File: src/rtl/ram_mover_pkg.sv
// Shared types and default geometry for the RAM block mover and its RAM.
package ram_mover_pkg;

  localparam int ADDR_W_DEF = 13;
  localparam int DATA_W_DEF = 32;
  localparam int LEN_W_DEF  = ADDR_W_DEF + 1;

  typedef enum logic [2:0] {
    IDLE,
    RD,
    WR,
    FILL,
    DONE
  } mover_state_e;

  typedef enum logic {
    MODE_COPY = 1'b0,
    MODE_FILL = 1'b1
  } mover_mode_e;

endpackage

File: src/rtl/ram_block_mover.sv
// RAM block mover: COPY (read/write per word) and FILL (one write per cycle)
// over a single-port RAM with 1-cycle registered read latency.
// Optional checksum output enabled by RAM_BLOCK_MOVER_CHKSUM_EN.
//
// state | meaning
// IDLE  | waiting for start_i, RAM port quiet
// RD    | COPY: present source address
// WR    | COPY: write returned read data to destination
// FILL  | FILL: write masked constant to destination
// DONE  | one-cycle completion pulse, back to IDLE
module ram_block_mover
  import ram_mover_pkg::*;
#(
  parameter int ADDR_W = ADDR_W_DEF,
  parameter int DATA_W = DATA_W_DEF,
  parameter int LEN_W  = LEN_W_DEF
) (
  input  logic                clk_i,
  input  logic                rst_n_i,
  input  logic                start_i,
  input  logic                mode_i,
  input  logic [ADDR_W-1:0]   src_i,
  input  logic [ADDR_W-1:0]   dst_i,
  input  logic [LEN_W-1:0]    len_i,
  input  logic [DATA_W-1:0]   fill_dat_i,
  input  logic [DATA_W/8-1:0] fill_be_i,
  input  logic                abort_i,
  output logic                busy_o,
  output logic                done_o,
  output logic                aborted_o,
  output logic [LEN_W-1:0]    words_o,
  output logic                ram_we_o,
  output logic [ADDR_W-1:0]   ram_adr_o,
  output logic [DATA_W/8-1:0] ram_be_o,
  output logic [DATA_W-1:0]   ram_dat_o,
  input  logic [DATA_W-1:0]   ram_rdata_i
`ifdef RAM_BLOCK_MOVER_CHKSUM_EN
  ,
  output logic [DATA_W-1:0]   chksum_o
`endif
);

  localparam int BE_W = DATA_W / 8;

  mover_state_e      state_q, state_d;
  logic [ADDR_W-1:0] src_q, dst_q;
  logic [LEN_W-1:0]  rem_q, words_q;
  logic [DATA_W-1:0] fill_dat_q;
  logic [BE_W-1:0]   fill_be_q;
  logic              aborted_q;

  logic accept;
  logic step;
  logic set_abort;

  // Next state and RAM port decode; only WR forwards ram_rdata_i combinationally.
  always_comb begin
    state_d   = state_q;
    accept    = 1'b0;
    step      = 1'b0;
    set_abort = 1'b0;
    ram_we_o  = 1'b0;
    ram_adr_o = '0;
    ram_be_o  = '0;
    ram_dat_o = '0;
    case (state_q)
      IDLE: begin
        if (start_i) begin
          accept = 1'b1;
          if (len_i == '0)
            state_d = DONE;
          else if (mover_mode_e'(mode_i) == MODE_FILL)
            state_d = FILL;
          else
            state_d = RD;
        end
      end
      RD: begin
        ram_adr_o = src_q;
        if (abort_i) begin
          set_abort = 1'b1;
          state_d   = DONE;
        end else begin
          state_d = WR;
        end
      end
      WR: begin
        ram_adr_o = dst_q;
        ram_be_o  = '1;
        ram_dat_o = ram_rdata_i;
        if (abort_i) begin
          set_abort = 1'b1;
          state_d   = DONE;
        end else begin
          ram_we_o = 1'b1;
          step     = 1'b1;
          state_d  = (rem_q == LEN_W'(1)) ? DONE : RD;
        end
      end
      FILL: begin
        ram_adr_o = dst_q;
        ram_be_o  = fill_be_q;
        ram_dat_o = fill_dat_q;
        if (abort_i) begin
          set_abort = 1'b1;
          state_d   = DONE;
        end else begin
          ram_we_o = 1'b1;
          step     = 1'b1;
          state_d  = (rem_q == LEN_W'(1)) ? DONE : FILL;
        end
      end
      DONE:    state_d = IDLE;
      default: state_d = IDLE;
    endcase
  end

  // State register.
  always_ff @(posedge clk_i or negedge rst_n_i) begin
    if (!rst_n_i) state_q <= IDLE;
    else          state_q <= state_d;
  end

  // Command capture and per-write address/count advance; addresses wrap naturally.
  always_ff @(posedge clk_i or negedge rst_n_i) begin
    if (!rst_n_i) begin
      src_q      <= '0;
      dst_q      <= '0;
      rem_q      <= '0;
      words_q    <= '0;
      fill_dat_q <= '0;
      fill_be_q  <= '0;
      aborted_q  <= 1'b0;
    end else if (accept) begin
      src_q      <= src_i;
      dst_q      <= dst_i;
      rem_q      <= len_i;
      words_q    <= '0;
      fill_dat_q <= fill_dat_i;
      fill_be_q  <= fill_be_i;
      aborted_q  <= 1'b0;
    end else begin
      if (step) begin
        dst_q   <= dst_q + ADDR_W'(1);
        rem_q   <= rem_q - LEN_W'(1);
        words_q <= words_q + LEN_W'(1);
        if (state_q == WR) src_q <= src_q + ADDR_W'(1);
      end
      if (set_abort) aborted_q <= 1'b1;
    end
  end

  assign busy_o    = (state_q != IDLE);
  assign done_o    = (state_q == DONE);
  assign aborted_o = done_o & aborted_q;
  assign words_o   = words_q;

`ifdef RAM_BLOCK_MOVER_CHKSUM_EN
  logic [DATA_W-1:0] wr_mask;
  logic [DATA_W-1:0] chksum_q;

  // Expand byte enables so masked bytes contribute zero to the checksum.
  always_comb begin
    wr_mask = '0;
    for (int b = 0; b < BE_W; b++) wr_mask[b*8 +: 8] = {8{ram_be_o[b]}};
  end

  // XOR-accumulate every word actually written by the current command.
  always_ff @(posedge clk_i or negedge rst_n_i) begin
    if (!rst_n_i)      chksum_q <= '0;
    else if (accept)   chksum_q <= '0;
    else if (ram_we_o) chksum_q <= chksum_q ^ (ram_dat_o & wr_mask);
  end

  assign chksum_o = chksum_q;
`endif

endmodule

File: config.mk
export PLATFORM = sky130hd
export DESIGN_NAME = ram_block_mover
export DESIGN_NICKNAME = d
export VERILOG_FILES = /design/src/rtl/ram_mover_pkg.sv /design/src/rtl/ram_block_mover.sv
export SDC_FILE = /design/constraint.sdc
export NUM_CORES = 1
export LEC_CHECK = 0
export CAP_MARGIN = 20
export CORE_ASPECT_RATIO = 1.75
export CORE_MARGIN = 1.5
export CORE_UTILIZATION = 40
export CTS_CLUSTER_DIAMETER = 100
export DETAILED_ROUTE_END_ITERATION = 6
export PLACE_DENSITY = 0.8
export RECOVER_POWER = 50
export SLEW_MARGIN = 40
export SYNTH_ARGS = -nofsm -noshare
export SYNTH_HDL_FRONTEND = slang
export SYNTH_SLANG_ARGS = --single-unit
export TNS_END_PERCENT = 10
File: constraint.sdc
create_clock -name clk_i -period 2.5 [get_ports clk_i]
set_input_delay 0.5 -clock clk_i [delete_from_list [all_inputs] [get_ports clk_i]]
set_output_delay 0.5 -clock clk_i [all_outputs]
set_load 0.1 [all_outputs]
==> results of run 1 <==
[cells by family after synthesis]
kind of cell             Yosys count  share of synthesized area (%)
XOR/XNOR                          14                           2.45
buffers and inverters             46                           3.75
AO/OA/AOI/OAI                    134                           20.4
AND/OR/NAND/NOR                  277                           25.2
flip-flops                        94                           47.0
adder cells (fa/ha/maj)            5                           1.25
[synthesized netlist by cell type (2+ instances only)]
master,instances,area (um2)
sky130_fd_sc_hd__nor3_1,12,60.1
sky130_fd_sc_hd__a21oi_1,11,55.1
sky130_fd_sc_hd__dfrtp_1,94,2350
sky130_fd_sc_hd__xor2_1,3,26.3
sky130_fd_sc_hd__or3_1,4,25.0
sky130_fd_sc_hd__nand3_1,22,110
sky130_fd_sc_hd__a22oi_1,4,30.0
sky130_fd_sc_hd__clkbuf_1,23,86.3
sky130_fd_sc_hd__nor4_1,10,62.6
sky130_fd_sc_hd__o211ai_1,10,75.1
sky130_fd_sc_hd__buf_1,4,15.0
sky130_fd_sc_hd__ha_1,5,62.6
sky130_fd_sc_hd__a211oi_1,2,15.0
sky130_fd_sc_hd__nand4_1,11,68.8
sky130_fd_sc_hd__xnor2_1,11,96.3
sky130_fd_sc_hd__nor2_1,34,128
sky130_fd_sc_hd__a21o_1,2,15.0
sky130_fd_sc_hd__or2_2,4,25.0
sky130_fd_sc_hd__inv_1,11,41.3
sky130_fd_sc_hd__o21ai_0,23,115
sky130_fd_sc_hd__nand3b_1,2,15.0
sky130_fd_sc_hd__a221o_1,7,70.1
sky130_fd_sc_hd__nand2_1,157,589
sky130_fd_sc_hd__or4_1,8,60.1
sky130_fd_sc_hd__and3_1,4,25.0
sky130_fd_sc_hd__a31oi_1,5,31.3
sky130_fd_sc_hd__o311ai_0,13,114
sky130_fd_sc_hd__o31ai_1,3,22.5
sky130_fd_sc_hd__o221a_2,2,22.5
sky130_fd_sc_hd__a22o_1,46,403
sky130_fd_sc_hd__buf_2,6,30.0
[power groups by stage]
stage	registers, mW	logic (mW)	clock network, mW
2_1_floorplan	2.69	4.19	0
3_3_place_gp	2.79	6.40	0
3_5_place_dp	2.83	6.53	0
4_1_cts	2.82	6.53	1.33
5_1_grt	2.94	6.83	1.40
6_report	2.83	6.48	1.30
[registers in the layout, summed over array words and instances (netlist names)]
signal / cells
aborted_q: 1
src_q: 13
words_o: 14
fill_dat_q: 32
dst_q: 13
rem_q: 14
fill_be_q: 4
state_q: 3
[repair_timing]
| action | in CTS | in global routing |
|---|---|---|
| endpoints found under the setup margin | 0 | 45 |
| hold buffers | 0 | 0 |
| resized for setup | 0 | 3 |
[path summary, 6_finish.rpt]
check / cells after the start / to / startpoint
min reg2reg: 2 / fill_dat_q[21] / fill_dat_q[21]
min in group clk_i: 2 / fill_dat_q[21] / fill_dat_q[21]
max in group asynchronous: 2 / state_q[0] / rst_n_i
max: 5 / ram_we_o / abort_i
max reg2reg: 5 / words_o[13] / state_q[2]
min: 1 / dst_q[10] / rst_n_i
[layout make-up]
class                      instances  area (um2)  share of cell area, %
timing repair buffer             200        2440                   31.3
clock inverter                     5        33.8                  0.433
multi-input combinational        430        2470                   31.6
inverter                          12        47.5                  0.609
tap                              165         206                   2.65
clock buffer                      11         253                   3.24
sequential                        94        2350                   30.2
[per-stage QoR]
stage	hold slack, ns	std cells	cell area (um2)	total power [mW]	setup slack (ns)
6_report	0.338	917	7800	10.6	0.0803
5_1_grt	0.438	917	7800	11.2	0.00907
4_1_cts	0.153	917	7860	10.7	0.0318
3_5_place_dp	0.466	901	7570	9.36	-0.116
3_3_place_gp	0.459	901	7570	9.19	-0.0603
2_1_floorplan	0.204	570	5000	6.87	-0.166
[routing by layer]
layer / vias to the layer above / part of all wire (%)
li1: 2430 / -
met1: 2502 / 37
met5: - / 0
met4: 0 / 2.9
met2: 203 / 55
met3: 28 / 4.8
[cell usage in the layout, fill, tap and decap left out, drive strengths merged, types with 3 or more instances in the layout]
| cell type | synthesis | routed |
|---|---|---|
| a22oi | 4 | 4 |
| a221o | 7 | 7 |
| ha | 5 | 5 |
| buf | 11 | 73 |
| clkbuf | 23 | 27 |
| nor4 | 11 | 11 |
| a31oi | 5 | 5 |
| a22o | 46 | 46 |
| clkdlybuf4s50 | 0 | 109 |
| a21oi | 11 | 11 |
| and3 | 4 | 4 |
| or4 | 8 | 8 |
| o31ai | 3 | 3 |
| clkinv | 0 | 3 |
| nor3 | 12 | 12 |
| o311ai | 13 | 13 |
| xnor2 | 11 | 11 |
| nor2 | 34 | 34 |
| inv | 12 | 12 |
| dfrtp | 94 | 94 |
| or3 | 4 | 4 |
| nand3 | 22 | 22 |
| o21ai | 23 | 23 |
| or2 | 4 | 4 |
| xor2 | 3 | 3 |
| o211ai | 10 | 10 |
| nand2 | 158 | 158 |
| nand4 | 11 | 11 |
==> impl_table.tex, run 1 <==
\begin{tabular}{lr}
\hline
Metric & Value \\
\hline
\multicolumn{2}{l}{\textbf{Setup path}} \\
\quad Most frequent CP cell & sky130\_fd\_sc\_hd\_\_buf\_12 \\
\quad Sum of buffers and inverters on the critical path & 4 \\
\quad Standard cell with the maximum stage delay on the critical path & sky130\_fd\_sc\_hd\_\_clkdlybuf4s50\_1 \\
\quad Category of the critical setup timing path & primary input to primary output \\
\quad Launching element type of the critical path & primary input \\
\quad Top delay family on crit path & buffers and inverters \\
\quad Capturing element type of the critical path & primary output \\
\quad Worst endpoint data arrival time & 1.92 ns \\
\quad Max incr delay on CP & 0.52 ns \\
\quad Worst R2R Setup Slack & 0.37 ns \\
\quad Critical Path RT & 2.00 ns \\
\quad CP Cell Sequence & clkdlybuf4s50\_1 -> or3b\_1 -> inv\_4 -> buf\_12 -> buf\_12 \\
\quad CP max FO & 9 \\
\multicolumn{2}{l}{\textbf{Global route}} \\
\quad GRT Overall Usage & 24.5\% \\
\quad Number of antenna violations at the first check in global routing & 0 \\
\quad Met2 GRT Util & 44.8\% \\
\quad Maximum number of pins on one net before global-route repair & 54 \\
\quad Fraction of met1 tracks used by global routing & 27.5\% \\
\quad First-pass GRT wire length & 25100 um \\
\quad Met3 layer usage reported by global route & 3.87\% \\
\quad Vias in the first global route & 4960 \\
\quad Leftover overflow at the end of global routing & 0 \\
\quad Gr busiest metal & met2 \\
\multicolumn{2}{l}{\textbf{Synthesis}} \\
\quad Leading register cell type out of synthesis & sky130\_fd\_sc\_hd\_\_dfrtp\_1 \\
\quad Post-synth ARST share & 100\% \\
\quad Number of synthesis warnings & 0 \\
\quad Synthesized netlist cell count & 570 \\
\quad Netlist area before placement & 0.00500 mm2 \\
\quad Sequential-to-total area share from yosys stat & 47.0\% \\
\quad Net count after synthesis & 688 \\
\quad Count of distinct cell types in the synthesized netlist & 48 \\
\quad Number of enable-type register cells in the synthesized netlist & 0 \\
\quad Yosys reg bits & 94 \\
\quad Average cell area after synthesis & 8.78 um2 \\
\multicolumn{2}{l}{\textbf{STA}} \\
\quad Setup repair after global routing missed its margin & false \\
\quad Max Clk Rate & 413 MHz \\
\quad Pins over their slew limit & 0 \\
\quad Remaining max-slew budget at the tightest pin & 22.7\% \\
\quad Post-route minimum period & 2.42 ns \\
\quad Slew at the pin with the worst max-slew slack & 1.17 ns \\
\quad Setup Total Neg Slack & 0 ns \\
\quad Number of endpoints with negative hold slack in the final report & 0 \\
\quad Portion of the clock cycle consumed by the worst path in the final layout & 96.8\% \\
\quad Final setup viols & 0 \\
\quad Maximum clock skew at final layout & 0.00791 ns \\
\multicolumn{2}{l}{\textbf{Clock tree}} \\
\quad Bufs on Longest Clock Path & 2 \\
\quad H-tree level count & 3 \\
\quad TritonCTS clock tree & yes \\
\quad CTS root buf & sky130\_fd\_sc\_hd\_\_clkbuf\_16 \\
\quad Total number of clock tree sinks & 94 \\
\quad Clk\_lat worst skew & 0.34 ns \\
\quad Clock buffers created by TritonCTS & 9 \\
\quad Post-CTS setup buffers & 0 \\
\quad Clock transition at the registers of the reported paths & 0.07 ns \\
\multicolumn{2}{l}{\textbf{Route}} \\
\quad Remaining design rule violation count & 0 \\
\quad Wire length reported by the detailed router & 15900 um \\
\quad Mean number of vias per cell & 5.63 \\
\quad Number of vias after detailed routing & 5163 \\
\quad Number of nets with antenna violations after detailed routing & 0 \\
\quad Number of search-and-repair iterations in the first detailed-routing pass & 5 \\
\quad Drt first-iter violations & 223 \\
\quad Drt wl/cell & 17.4 um \\
\multicolumn{2}{l}{\textbf{Power}} \\
\quad Fraction of power consumed by the clock network & 12.3\% \\
\quad Switching power as a share of total power & 50.7\% \\
\quad Maximum vdd drop & 905 uV \\
\quad Net switching power figure & 5.38 mW \\
\quad P\_int & 5.22 mW \\
\quad Fraction of power consumed by sequential logic & 26.7\% \\
\quad Pwr per Cell Area & 1360 mW/mm2 \\
\quad Static Leakage & 3.30 nW \\
\quad Portion of total power attributed to combinational logic & 61.0\% \\
\multicolumn{2}{l}{\textbf{Floorplan}} \\
\quad Height of the die & 151 um \\
\quad Starting utilization of the core area & 41.2\% \\
\quad Die Width & 87.5 um \\
\quad Row count & 53 \\
\quad Io pins & 180 \\
\quad Core area & 0.0121 mm2 \\
\quad Die Area & 0.0132 mm2 \\
\multicolumn{2}{l}{\textbf{Placement}} \\
\quad Half-perimeter wire length after placement & 12300 um \\
\quad Routability-driven placement congestion ratio & 0.916 \\
\quad IO buf count & 179 \\
\multicolumn{2}{l}{\textbf{Finish}} \\
\quad Final core occ & 64.3\% \\
\quad Growth of design area from synthesis to finish & 55.9\% \\
\quad Post-layout nets & 865 \\
\quad Antenna diode count & 0 \\
\quad Layout cell share with drive strength beyond 1 & 14.8\% \\
\quad Filler Cell Count & 997 \\
\multicolumn{2}{l}{\textbf{Flow run}} \\
\quad Max-cap violations & 0 \\
\multicolumn{2}{l}{\textbf{Outcome}} \\
\quad Run status & completed \\
\multicolumn{2}{l}{\textbf{Min path}} \\
\quad Min-Delay Path Class & primary input to async pin \\
\hline
\end{tabular}
Note: power is estimated with default switching activity, not from simulation.
==> inputs of run 2 (changes only) <==
--- a/config.mk
+++ b/config.mk
@@ -11,6 +11,7 @@
 export CORE_UTILIZATION = 40
 export CTS_CLUSTER_DIAMETER = 100
 export DETAILED_ROUTE_END_ITERATION = 6
+export HOLD_SLACK_MARGIN = 0.1
 export PLACE_DENSITY = 0.8
 export RECOVER_POWER = 50
 export SLEW_MARGIN = 40
==> results of run 2 <==
No change in the layout: final DEF, timing and power equal those of run 1.
==> inputs of run 3 (changes only) <==
--- a/config.mk
+++ b/config.mk
@@ -12,7 +12,7 @@
 export CTS_CLUSTER_DIAMETER = 100
 export DETAILED_ROUTE_END_ITERATION = 6
 export HOLD_SLACK_MARGIN = 0.1
-export PLACE_DENSITY = 0.8
+export PLACE_DENSITY = 0.77
 export RECOVER_POWER = 50
 export SLEW_MARGIN = 40
 export SYNTH_ARGS = -nofsm -noshare
==> run 3 against run 2 <==
Against the previous run:
- register-to-register slack worse by 0.03 ns
- via count grew 0.41%
- critical path type unchanged
- setup slack barely moved
- largest power group unchanged
- clock skew shrank 0.00088 ns
- utilization decreased by 0.052 points
- worst hold slack worse by 0.025 ns
- sequential power is essentially flat
- sequential share of layout area about the same
- final area is essentially flat
- total power increased by 1.1%
==> impl_table.tex, run 3 (synthesis results as in run 1) <==
\begin{tabular}{lr}
\hline
Metric & Value \\
\hline
\multicolumn{2}{l}{\textbf{Finish}} \\
\quad Post-layout nets & 865 (unchanged) \\
\quad Antenna diode count & 0 (unchanged) \\
\quad Growth of design area from synthesis to finish & 55.8\% (about the same) \\
\quad Filler Cell Count & 993 (-0.40\%) \\
\quad Largest Register & fill\_dat\_q \\
\quad Most frequent cells in the layout & sky130\_fd\_sc\_hd\_\_nand2\_1, sky130\_fd\_sc\_hd\_\_clkdlybuf4s50\_1, sky130\_fd\_sc\_hd\_\_dfrtp\_1 \\
\quad Post-route non-filler standard cell count & 917 (unchanged) \\
\quad Number of flip-flops in the largest register & 32 (unchanged) \\
\quad Layout cell share with drive strength beyond 1 & 15.0\% (+0.27 points) \\
\quad Design area & 0.00779 mm2 (about the same) \\
\quad Commonest non-fill, non-tap cell in the layout & sky130\_fd\_sc\_hd\_\_nand2\_1 \\
\quad Final core occ & 64.2\% (about the same) \\
\multicolumn{2}{l}{\textbf{STA}} \\
\quad Final setup viols & 0 (unchanged) \\
\quad Post-route minimum period & 2.42 ns (+0.000288 ns) \\
\quad Pins over their slew limit & 0 (unchanged) \\
\quad Slew at the pin with the worst max-slew slack & 1.16 ns (-0.00334 ns) \\
\quad Max Clk Rate & 413 MHz (about the same) \\
\quad Final setup slack of the worst path & 0.0800 ns (-0.000287 ns) \\
\quad Number of endpoints with negative hold slack in the final report & 0 (unchanged) \\
\quad Setup repair after global routing missed its margin & true \\
\quad Remaining max-slew budget at the tightest pin & 22.9\% (+0.22 points) \\
\quad Maximum clock skew at final layout & 0.00703 ns (-0.000879 ns) \\
\quad Portion of the clock cycle consumed by the worst path in the final layout & 96.8\% (about the same) \\
\quad Setup Total Neg Slack & 0 ns (unchanged) \\
\quad Min Hold Slack & 0.314 ns (-0.0246 ns) \\
\multicolumn{2}{l}{\textbf{Power}} \\
\quad Pwr per Cell Area & 1380 mW/mm2 (+1.2\%) \\
\quad Overall power & 10.7 mW (+1.1\%) \\
\quad Maximum vdd drop & 785 uV (-13\%) \\
\quad Switching power as a share of total power & 50.6\% (-0.12 points) \\
\quad P\_int & 5.29 mW (+1.3\%) \\
\quad Fraction of power consumed by sequential logic & 26.4\% (-0.3 points) \\
\quad Net switching power figure & 5.43 mW (+0.85\%) \\
\quad Portion of total power attributed to combinational logic & 60.1\% (-0.9 points) \\
\quad Static Leakage & 3.31 nW (+0.19\%) \\
\quad Fraction of power consumed by the clock network & 13.5\% (+1.2 points) \\
\multicolumn{2}{l}{\textbf{Route}} \\
\quad Drt first-iter violations & 301 (+35\%) \\
\quad Wire length reported by the detailed router & 15800 um (-0.61\%) \\
\quad Remaining design rule violation count & 0 (unchanged) \\
\quad Mean number of vias per cell & 5.65 (+0.41\%) \\
\quad Number of vias after detailed routing & 5184 (+0.41\%) \\
\quad Drt wl/cell & 17.3 um (-0.61\%) \\
\quad Number of search-and-repair iterations in the first detailed-routing pass & 5 (unchanged) \\
\quad Number of nets with antenna violations after detailed routing & 0 (unchanged) \\
\multicolumn{2}{l}{\textbf{Placement}} \\
\quad Placed cells & 901 (unchanged) \\
\quad Half-perimeter wire length after placement & 12100 um (-1.7\%) \\
\quad Placed Instance Area & 0.00755 mm2 (-0.33\%) \\
\quad Routability-driven placement congestion ratio & 0.904 (-1.3\%) \\
\quad Worst setup timing slack at the placement stage & -0.158 ns (-0.0417 ns) \\
\quad IO buf count & 179 (unchanged) \\
\multicolumn{2}{l}{\textbf{Clock tree}} \\
\quad H-tree level count & 3 (unchanged) \\
\quad Post-CTS setup buffers & 0 (unchanged) \\
\quad TritonCTS clock tree & yes \\
\quad Clock buffers created by TritonCTS & 9 (unchanged) \\
\quad Number of hold buffers added after CTS & 0 (unchanged) \\
\quad CTS root buf & sky130\_fd\_sc\_hd\_\_clkbuf\_16 \\
\quad Clk\_lat worst skew & 0.35 ns (about the same) \\
\quad Clock transition at the registers of the reported paths & 0.06 ns (about the same) \\
\quad Bufs on Longest Clock Path & 2 (unchanged) \\
\quad Total number of clock tree sinks & 94 (unchanged) \\
\multicolumn{2}{l}{\textbf{Setup path}} \\
\quad Reg-to-Reg Start & state\_q[0] \\
\quad CP Cell Sequence & clkdlybuf4s50\_1 -> or3b\_1 -> inv\_2 -> buf\_12 \\
\quad Standard cell with the maximum stage delay on the critical path & sky130\_fd\_sc\_hd\_\_clkdlybuf4s50\_1 \\
\quad Worst endpoint data arrival time & 1.92 ns (about the same) \\
\quad Launching element type of the critical path & primary input \\
\quad Critical Path RT & 2.00 ns (about the same) \\
\quad Worst R2R Setup Slack & 0.34 ns (-0.03 ns) \\
\quad Max incr delay on CP & 0.54 ns (+0.02 ns) \\
\quad Worst Reg-to-Reg Cells & 5 (unchanged) \\
\quad Category of the critical setup timing path & primary input to primary output \\
\quad Endpoint of the worst-slack reg-to-reg timing path & src\_q[3] \\
\quad Capturing element type of the critical path & primary output \\
\quad CP max FO & 10 (+1) \\
\multicolumn{2}{l}{\textbf{Floorplan}} \\
\quad Io pins & 180 (unchanged) \\
\quad Die Area & 0.0132 mm2 (unchanged) \\
\quad Height of the die & 151 um (unchanged) \\
\quad Starting utilization of the core area & 41.2\% (unchanged) \\
\quad Row count & 53 (unchanged) \\
\quad Core area & 0.0121 mm2 (unchanged) \\
\quad Die Width & 87.5 um (unchanged) \\
\multicolumn{2}{l}{\textbf{Outcome}} \\
\quad Run status & completed \\
\multicolumn{2}{l}{\textbf{Global route}} \\
\quad First-pass GRT wire length & 25300 um (+0.58\%) \\
\quad Maximum number of pins on one net before global-route repair & 56 (+3.7\%) \\
\quad Number of antenna violations at the first check in global routing & 0 (unchanged) \\
\quad Leftover overflow at the end of global routing & 0 (unchanged) \\
\quad GRT Overall Usage & 24.3\% (-0.16 points) \\
\quad Vias in the first global route & 5219 (+5.2\%) \\
\multicolumn{2}{l}{\textbf{Flow run}} \\
\quad Max-cap violations & 0 (unchanged) \\
\multicolumn{2}{l}{\textbf{Min path}} \\
\quad Min-Delay Path Class & primary input to async pin \\
\hline
\end{tabular}
run 3: changes by cell type in the layout (fill, tap and decap cells not counted), moves of 2 or more:
| cell | before | now |
|---|---|---|
| sky130_fd_sc_hd__inv_6 | 0 | 3 |
| sky130_fd_sc_hd__buf_12 | 57 | 54 |
| sky130_fd_sc_hd__clkinv_2 | 2 | 0 |
| sky130_fd_sc_hd__clkbuf_2 | 5 | 7 |
run 3: timing repair:
| item | in CTS | in global routing |
|---|---|---|
| endpoints found under the setup margin | 2 | 35 |
| gates resized for setup | 1 | 2 |
| gates cloned | 0 | 0 |
run 3: layer usage:
metal | vias to the layer above | wire length (um) | part of all wire (%) | track usage (%)
li1 | 2421 | - | - | -
met1 | 2521 | 5870 | 37 | 27.3
met2 | 214 | 8660 | 55 | 44.7
met3 | 28 | 877 | 5.5 | 4.03
met4 | 0 | 425 | 2.7 | 9.84
met5 | - | 0 | 0 | 0
run 3: layout make-up:
class	count	area, um2	share of cell area (%)
Clock buffer	11	253	3.24
Clock inverter	5	63.8	0.819
Inverter	12	45.0	0.578
Multi-Input combinational cell	430	2480	31.8
Sequential cell	94	2350	30.2
Tap cell	165	206	2.65
Timing Repair Buffer	200	2400	30.7
run 3: worst max-delay path by stage:
stage / depth (start not counted) / slack [ns] / startpoint / end
2_1_floorplan: 3 / -0.17 / state_q[2] / ram_be_o[0]
3_3_place_gp: 6 / -0.08 / abort_i / words_o[13]
3_5_place_dp: 6 / -0.16 / abort_i / words_o[13]
4_1_cts: 6 / 0.06 / state_q[2] / ram_dat_o[26]
5_1_grt: 4 / -0.007 / abort_i / ram_we_o
6_report: 4 / 0.08 / abort_i / ram_we_o
run 3: power by group through the flow:
| stage | logic, mW | clock network, mW | registers [mW] |
|---|---|---|---|
| floorplan | 4.19 | 0 | 2.69 |
| detailed placement | 6.46 | 0 | 2.82 |
| CTS | 6.49 | 1.47 | 2.81 |
| finish | 6.44 | 1.45 | 2.83 |
| global placement | 6.34 | 0 | 2.78 |
| global route | 6.79 | 1.54 | 2.93 |
run 3: critical path: cells and delay by family:
family / cells / cell delay (ns)
AND/OR/NAND/NOR: 1 / 0.46
buffers and inverters: 3 / 0.96
